`config.mk`:
```
export PLATFORM = sky130hd
export DESIGN_NAME = mux_n_pipe
export DESIGN_NICKNAME = d
export VERILOG_FILES = /design/src/rtl/mux_n_pipe.sv
export SDC_FILE = /design/constraint.sdc
export NUM_CORES = 1
export LEC_CHECK = 0
export ABC_CLOCK_PERIOD_IN_PS = 2600
export BUFFER_PORTS_ARGS = -buffer_cell sky130_fd_sc_hd__buf_4
export CAP_MARGIN = 20
export CORE_AREA = 4 4 113 115
export DETAILED_ROUTE_END_ITERATION = 16
export DIE_AREA = 0 0 117 119
export GPL_TIMING_DRIVEN = 0
export PLACE_DENSITY_LB_ADDON = 0.05
export SLEW_MARGIN = 30
export SYNTH_ARGS = -nofsm -noshare
export SYNTH_HDL_FRONTEND = slang
export SYNTH_SLANG_ARGS = --single-unit
export TNS_END_PERCENT = 20
```
`constraint.sdc`:
```
create_clock -name clk -period 2.6 [get_ports clk]
set_input_delay 0.13 -clock clk [delete_from_list [all_inputs] [get_ports clk]]
set_output_delay 0.13 -clock clk [all_outputs]
set_load 0.01 [all_outputs]
```
`src/rtl/mux_n_pipe.sv`:
```
// Pipelined N:1 word selector (radix-4 tree). Latency 1 edge, or 2 edges with PIPE_MID; one selection per cycle.
// iStall freezes every stage and drops that cycle's input; iFlush kills in-flight entries; reset beats both.
module mux_n_pipe #(
   parameter int               WIDTH     = 32,
   parameter int               N_IN      = 8,
   parameter int               SEL_W     = 3,
   parameter int               PIPE_MID  = 0,
   parameter int               HOLD_LAST = 1,
   parameter logic [WIDTH-1:0] DEFAULT   = '0
) (
   input  logic                  clk,
   input  logic                  reset,
   input  logic                  iValid,
   input  logic                  iStall,
   input  logic                  iFlush,
   input  logic [N_IN*WIDTH-1:0] iData,
   input  logic [SEL_W-1:0]      iCtrl,
   output logic                  oValid,
   output logic [WIDTH-1:0]      oData,
   output logic                  oSelErr
);

   localparam int NG0 = (N_IN + 3) / 4;
   localparam int NG1 = (NG0 + 3) / 4;

   if (SEL_W != $clog2(N_IN)) begin : g_bad_sel_w
      $error("mux_n_pipe: SEL_W must equal ceil(log2(N_IN))");
   end
   if (N_IN < 2 || N_IN > 64) begin : g_bad_n_in
      $error("mux_n_pipe: N_IN must be in 2..64");
   end
   if (WIDTH < 1 || WIDTH > 64) begin : g_bad_width
      $error("mux_n_pipe: WIDTH must be in 1..64");
   end

   // Select widened to three radix-4 levels; upper levels collapse to pass-through for small N_IN.
   logic [5:0] sel_in;
   logic       err_in;

   assign sel_in = 6'(iCtrl);
   assign err_in = (7'(iCtrl) >= 7'(N_IN));

   // Level 0: groups of four input words, missing words read as DEFAULT.
   logic [NG0-1:0][3:0][WIDTH-1:0] cand0;
   logic [NG0-1:0][WIDTH-1:0]      lvl0;

   for (genvar g = 0; g < NG0; g++) begin : g_l0
      for (genvar k = 0; k < 4; k++) begin : g_w
         if (4*g + k < N_IN) begin : g_real
            assign cand0[g][k] = iData[(4*g + k)*WIDTH +: WIDTH];
         end else begin : g_pad
            assign cand0[g][k] = DEFAULT;
         end
      end
      assign lvl0[g] = cand0[g][sel_in[1:0]];
   end

   // Stage feeding the upper levels: either live inputs or the mid-tree registers.
   logic [NG0-1:0][WIDTH-1:0] l1_src;
   logic [3:0]                sel_up;
   logic                      st_vld;
   logic                      st_err;

   if (PIPE_MID != 0) begin : g_mid
      logic [NG0-1:0][WIDTH-1:0] mid_dat_q, mid_dat_d;
      logic [3:0]                mid_sel_q, mid_sel_d;
      logic                      mid_vld_q, mid_vld_d;
      logic                      mid_err_q, mid_err_d;

      always_comb begin
         mid_dat_d = mid_dat_q;
         mid_sel_d = mid_sel_q;
         mid_vld_d = mid_vld_q;
         mid_err_d = mid_err_q;
         if (iFlush) begin
            mid_vld_d = 1'b0;
            mid_err_d = 1'b0;
         end else if (!iStall) begin
            mid_dat_d = lvl0;
            mid_sel_d = sel_in[5:2];
            mid_vld_d = iValid;
            mid_err_d = err_in;
         end
      end

      always_ff @(posedge clk) begin
         if (reset) begin
            mid_dat_q <= '0;
            mid_sel_q <= '0;
            mid_vld_q <= 1'b0;
            mid_err_q <= 1'b0;
         end else begin
            mid_dat_q <= mid_dat_d;
            mid_sel_q <= mid_sel_d;
            mid_vld_q <= mid_vld_d;
            mid_err_q <= mid_err_d;
         end
      end

      assign l1_src = mid_dat_q;
      assign sel_up = mid_sel_q;
      assign st_vld = mid_vld_q;
      assign st_err = mid_err_q;
   end else begin : g_nomid
      assign l1_src = lvl0;
      assign sel_up = sel_in[5:2];
      assign st_vld = iValid;
      assign st_err = err_in;
   end

   // Level 1: groups of four level-0 results.
   logic [NG1-1:0][3:0][WIDTH-1:0] cand1;
   logic [NG1-1:0][WIDTH-1:0]      lvl1;

   for (genvar h = 0; h < NG1; h++) begin : g_l1
      for (genvar k = 0; k < 4; k++) begin : g_w
         if (4*h + k < NG0) begin : g_real
            assign cand1[h][k] = l1_src[4*h + k];
         end else begin : g_pad
            assign cand1[h][k] = DEFAULT;
         end
      end
      assign lvl1[h] = cand1[h][sel_up[1:0]];
   end

   // Level 2: at most four level-1 results remain.
   logic [3:0][WIDTH-1:0] cand2;
   logic [WIDTH-1:0]      tree_dat;
   logic [WIDTH-1:0]      st_dat;

   for (genvar k = 0; k < 4; k++) begin : g_l2
      if (k < NG1) begin : g_real
         assign cand2[k] = lvl1[k];
      end else begin : g_pad
         assign cand2[k] = DEFAULT;
      end
   end

   assign tree_dat = cand2[sel_up[3:2]];
   assign st_dat   = st_err ? DEFAULT : tree_dat;

   // Output register.
   logic             vld_q, vld_d;
   logic [WIDTH-1:0] dat_q, dat_d;
   logic             err_q, err_d;

   always_comb begin
      vld_d = vld_q;
      dat_d = dat_q;
      err_d = err_q;
      if (iFlush) begin
         vld_d = 1'b0;
         err_d = 1'b0;
         if (HOLD_LAST == 0) dat_d = '0;
      end else if (!iStall) begin
         vld_d = st_vld;
         if (st_vld) begin
            dat_d = st_dat;
            err_d = st_err;
         end else begin
            err_d = 1'b0;
            if (HOLD_LAST == 0) dat_d = '0;
         end
      end
   end

   always_ff @(posedge clk) begin
      if (reset) begin
         vld_q <= 1'b0;
         dat_q <= '0;
         err_q <= 1'b0;
      end else begin
         vld_q <= vld_d;
         dat_q <= dat_d;
         err_q <= err_d;
      end
   end

   assign oValid  = vld_q;
   assign oData   = dat_q;
   assign oSelErr = err_q;

endmodule
```
==> impl_results.md <==
- Final setup fails: 0
- DP Area: a little under 6000 µm²
- Post-CTS Hold Fix Bufs: 0
- Internal: roughly 1.4 mW
- Sequential Power Share: between 20 and 30%
- Fin util: between 50% and 60%
- NetSw: between 500 and 600 µW
- CTS clk-pin slew, worst paths: ~50 ps
- Yosys cell types: 18
- Leak pwr: about 2.9 nW
- Crit. End Element: flip-flop
- Slew Viols, Final: 0
- Unrepaired setup endpoints after global routing: no
- Resized cells post-CTS: 0
- #FFs+latches synth: 33
- Vias in the first global route: 4357
- Skew final: 0 ps
- Synth area leader: mux2i_1
- Post-Synthesis Cells: around 370
- Nature of the critical path startpoint: input pin
- Synth Warn #: 0
- CTS HTree Levels: 2
- Die width: between 100 and 150 µm
- Synth top area share: a little under two fifths
- Relative slew margins: 49.2%
- Core area: around 12000 µm²
- Root buffer cell: clkbuf_16
- Worst-case clock buffer depth: 2
- Fmax: around 700 MHz
- Share of cells above drive strength 1: about 53%
- Largest net degree at the start of global routing: 11
- Die Height: about 120 µm
- I/O Pins: about 300
- Inserted Diodes: 0
- Worst-path fanout max: 10
- HPWL after detailed placement: 13.3 mm
- Final Critical Period: ~1400 ps
- Via-per-instance ratio: slightly below 5
- Synth Net Count: 635
- Final hold violations: 0
- Grt total ovfl: 0
- CP max stage cell: clkbuf_1
- WP data required: approximately 2700 ps
- DRT Pass-1 Iters: 4
- Place WS: between 800 and 900 ps
- Period utilization: a little under three fifths
- Sequential area share after synthesis: between 15 and 20%
- Max VDD drop: 0.232 mV
- DR iter-0 viols: between 150 and 200
- Pwr per Cell Area: about 330 nW/µm²
- Final ANT Viol Nets: 0
- Clk Latency, worst-skew pair: ~270 ps
- PortBufs: 294
- Worst R2R Setup Slack: roughly 2000 ps
- Total negative setup slack: 0 ps
- Reg2Reg Depth: 2
- Clk pwr share: around 30%
- Placed insts: slightly above 800
- MaxCap Viol Count: 0
- WL/cell: around 20 µm
- Hold depth: 2
- TritonCTS buffer count: 5
- Fin cells: between 800 and 900
- Setup Fix Bufs, Post-CTS: 0
- DR DRC count: 0
- Routed WL: 16.4 mm
- Num rows: 40
- Synth Cell Area: 3380 µm²
- GP Congestion: just over 0.8
- Worst Setup Slack, final: about 1200 ps
- Commonest non-fill, non-tap cell in the layout: buf_4
- CTS sink count: 33
- Largest stage delay, worst path: roughly 610 ps
- Slew @ Worst Pin: approximately 760 ps
- Switching Fraction: 28.5%
- Global-route usage over all layers: between 20% and 30%
- Via count: 4074
- CTS tree: done
- First-pass GRT wire length: roughly 23 mm
- Die ar.: 13900 µm²
- Hold Path Class: input pin to flip-flop
- Antenna violations before repair: 0
- Layout Nets: between 900 and 1000
- Final instance area: ~5900 µm²
- Worst-path cell chain: buf_4, nor2_1, clkbuf_1, a22oi_1, a21oi_1, nor3_2
- Outcome: finished clean
- Critical path type: input pin to flip-flop
- Syn Area/Cell: ~9.1 µm²
- Commonest cells after routing, fill and taps aside: 296 x buf_4, 129 x mux2i_1, 64 x a22oi_1
- Initial Util: around 29%
- Gate power share: about two fifths
- Synth top area cells: mux2i_1 38%, dfxtp_1 20%, a22oi_1 14%
- Critical Path AT: 1570 ps
- Area growth from synthesis to layout: 74.9%
[power by group through the flow]
| stage | sequential [mW] | clock (mW) | combinational (mW) |
|---|---|---|---|
| finish | 0.547 | 0.579 | 0.801 |
| global placement | 0.557 | 0 | 0.800 |
| global route | 0.551 | 0.617 | 0.865 |
| detailed placement | 0.558 | 0 | 0.809 |
| CTS | 0.547 | 0.602 | 0.811 |
| floorplan | 0.570 | 0 | 0.348 |
[per-stage QoR]
stage	hold slack (ps)	power [mW]
2_1_floorplan	209	0.918
4_1_cts	38.3	1.96
3_5_place_dp	331	1.37
3_3_place_gp	322	1.36
6_report	43.2	1.93
5_1_grt	52.5	2.03
[Yosys cell counts, drive strengths merged]
| cell | number |
|---|---|
| or3b | 1 |
| a22oi | 64 |
| nor3 | 33 |
| clkbuf | 14 |
| nor3b | 1 |
| and2 | 1 |
| a21oi | 32 |
| mux2i | 129 |
| nor2 | 33 |
| conb | 1 |
| buf | 27 |
| nor2b | 2 |
| dfxtp | 33 |
[logic make-up after synthesis]
family | count (synthesis) | synth area share [%]
muxes | 129 | 38.2
AOI/OAI and AO/OA | 96 | 18.9
and+or+nand+nor | 71 | 14.5
buffers and inverters | 41 | 8.73
DFF | 33 | 19.5
other | 1 | 0.111
[routing by layer]
metal	share of wire [%]	track usage (%)	routed length, µm
met4	1.5	5.23	238
met3	8.8	5.54	1440
met1	38	24.6	6140
met2	52	40.6	8550
met5	0	0	0
[state kept, by name (all words and copies together), names as in the netlist]
name    flops
oData      32
oValid      1
[layout make-up]
class	count	area, µm²
fillers	1155	5900
multi-input cells	297	2420
repair buffers	294	2210
flip-flops and latches	33	661
plain buffers	41	295
well taps	147	184
clock buffers	7	143
[final timing paths]
kind | start | to
min reg2reg | oData[9]$_SDFFE_PP0P_ | oData[9]$_SDFFE_PP0P_
max reg2reg | oData[28]$_SDFFE_PP0P_ | oData[28]$_SDFFE_PP0P_
max | iCtrl[1] | oData[21]$_SDFFE_PP0P_
min | iFlush | oValid$_SDFFE_PP0N_
[worst max-delay path: cells and delay by family]
kind            cells  cell delay, ps
compound gates      2             380
buf+inv             2             730
simple gates        2             320
No activity file was read; power rests on OpenSTA's default activity.
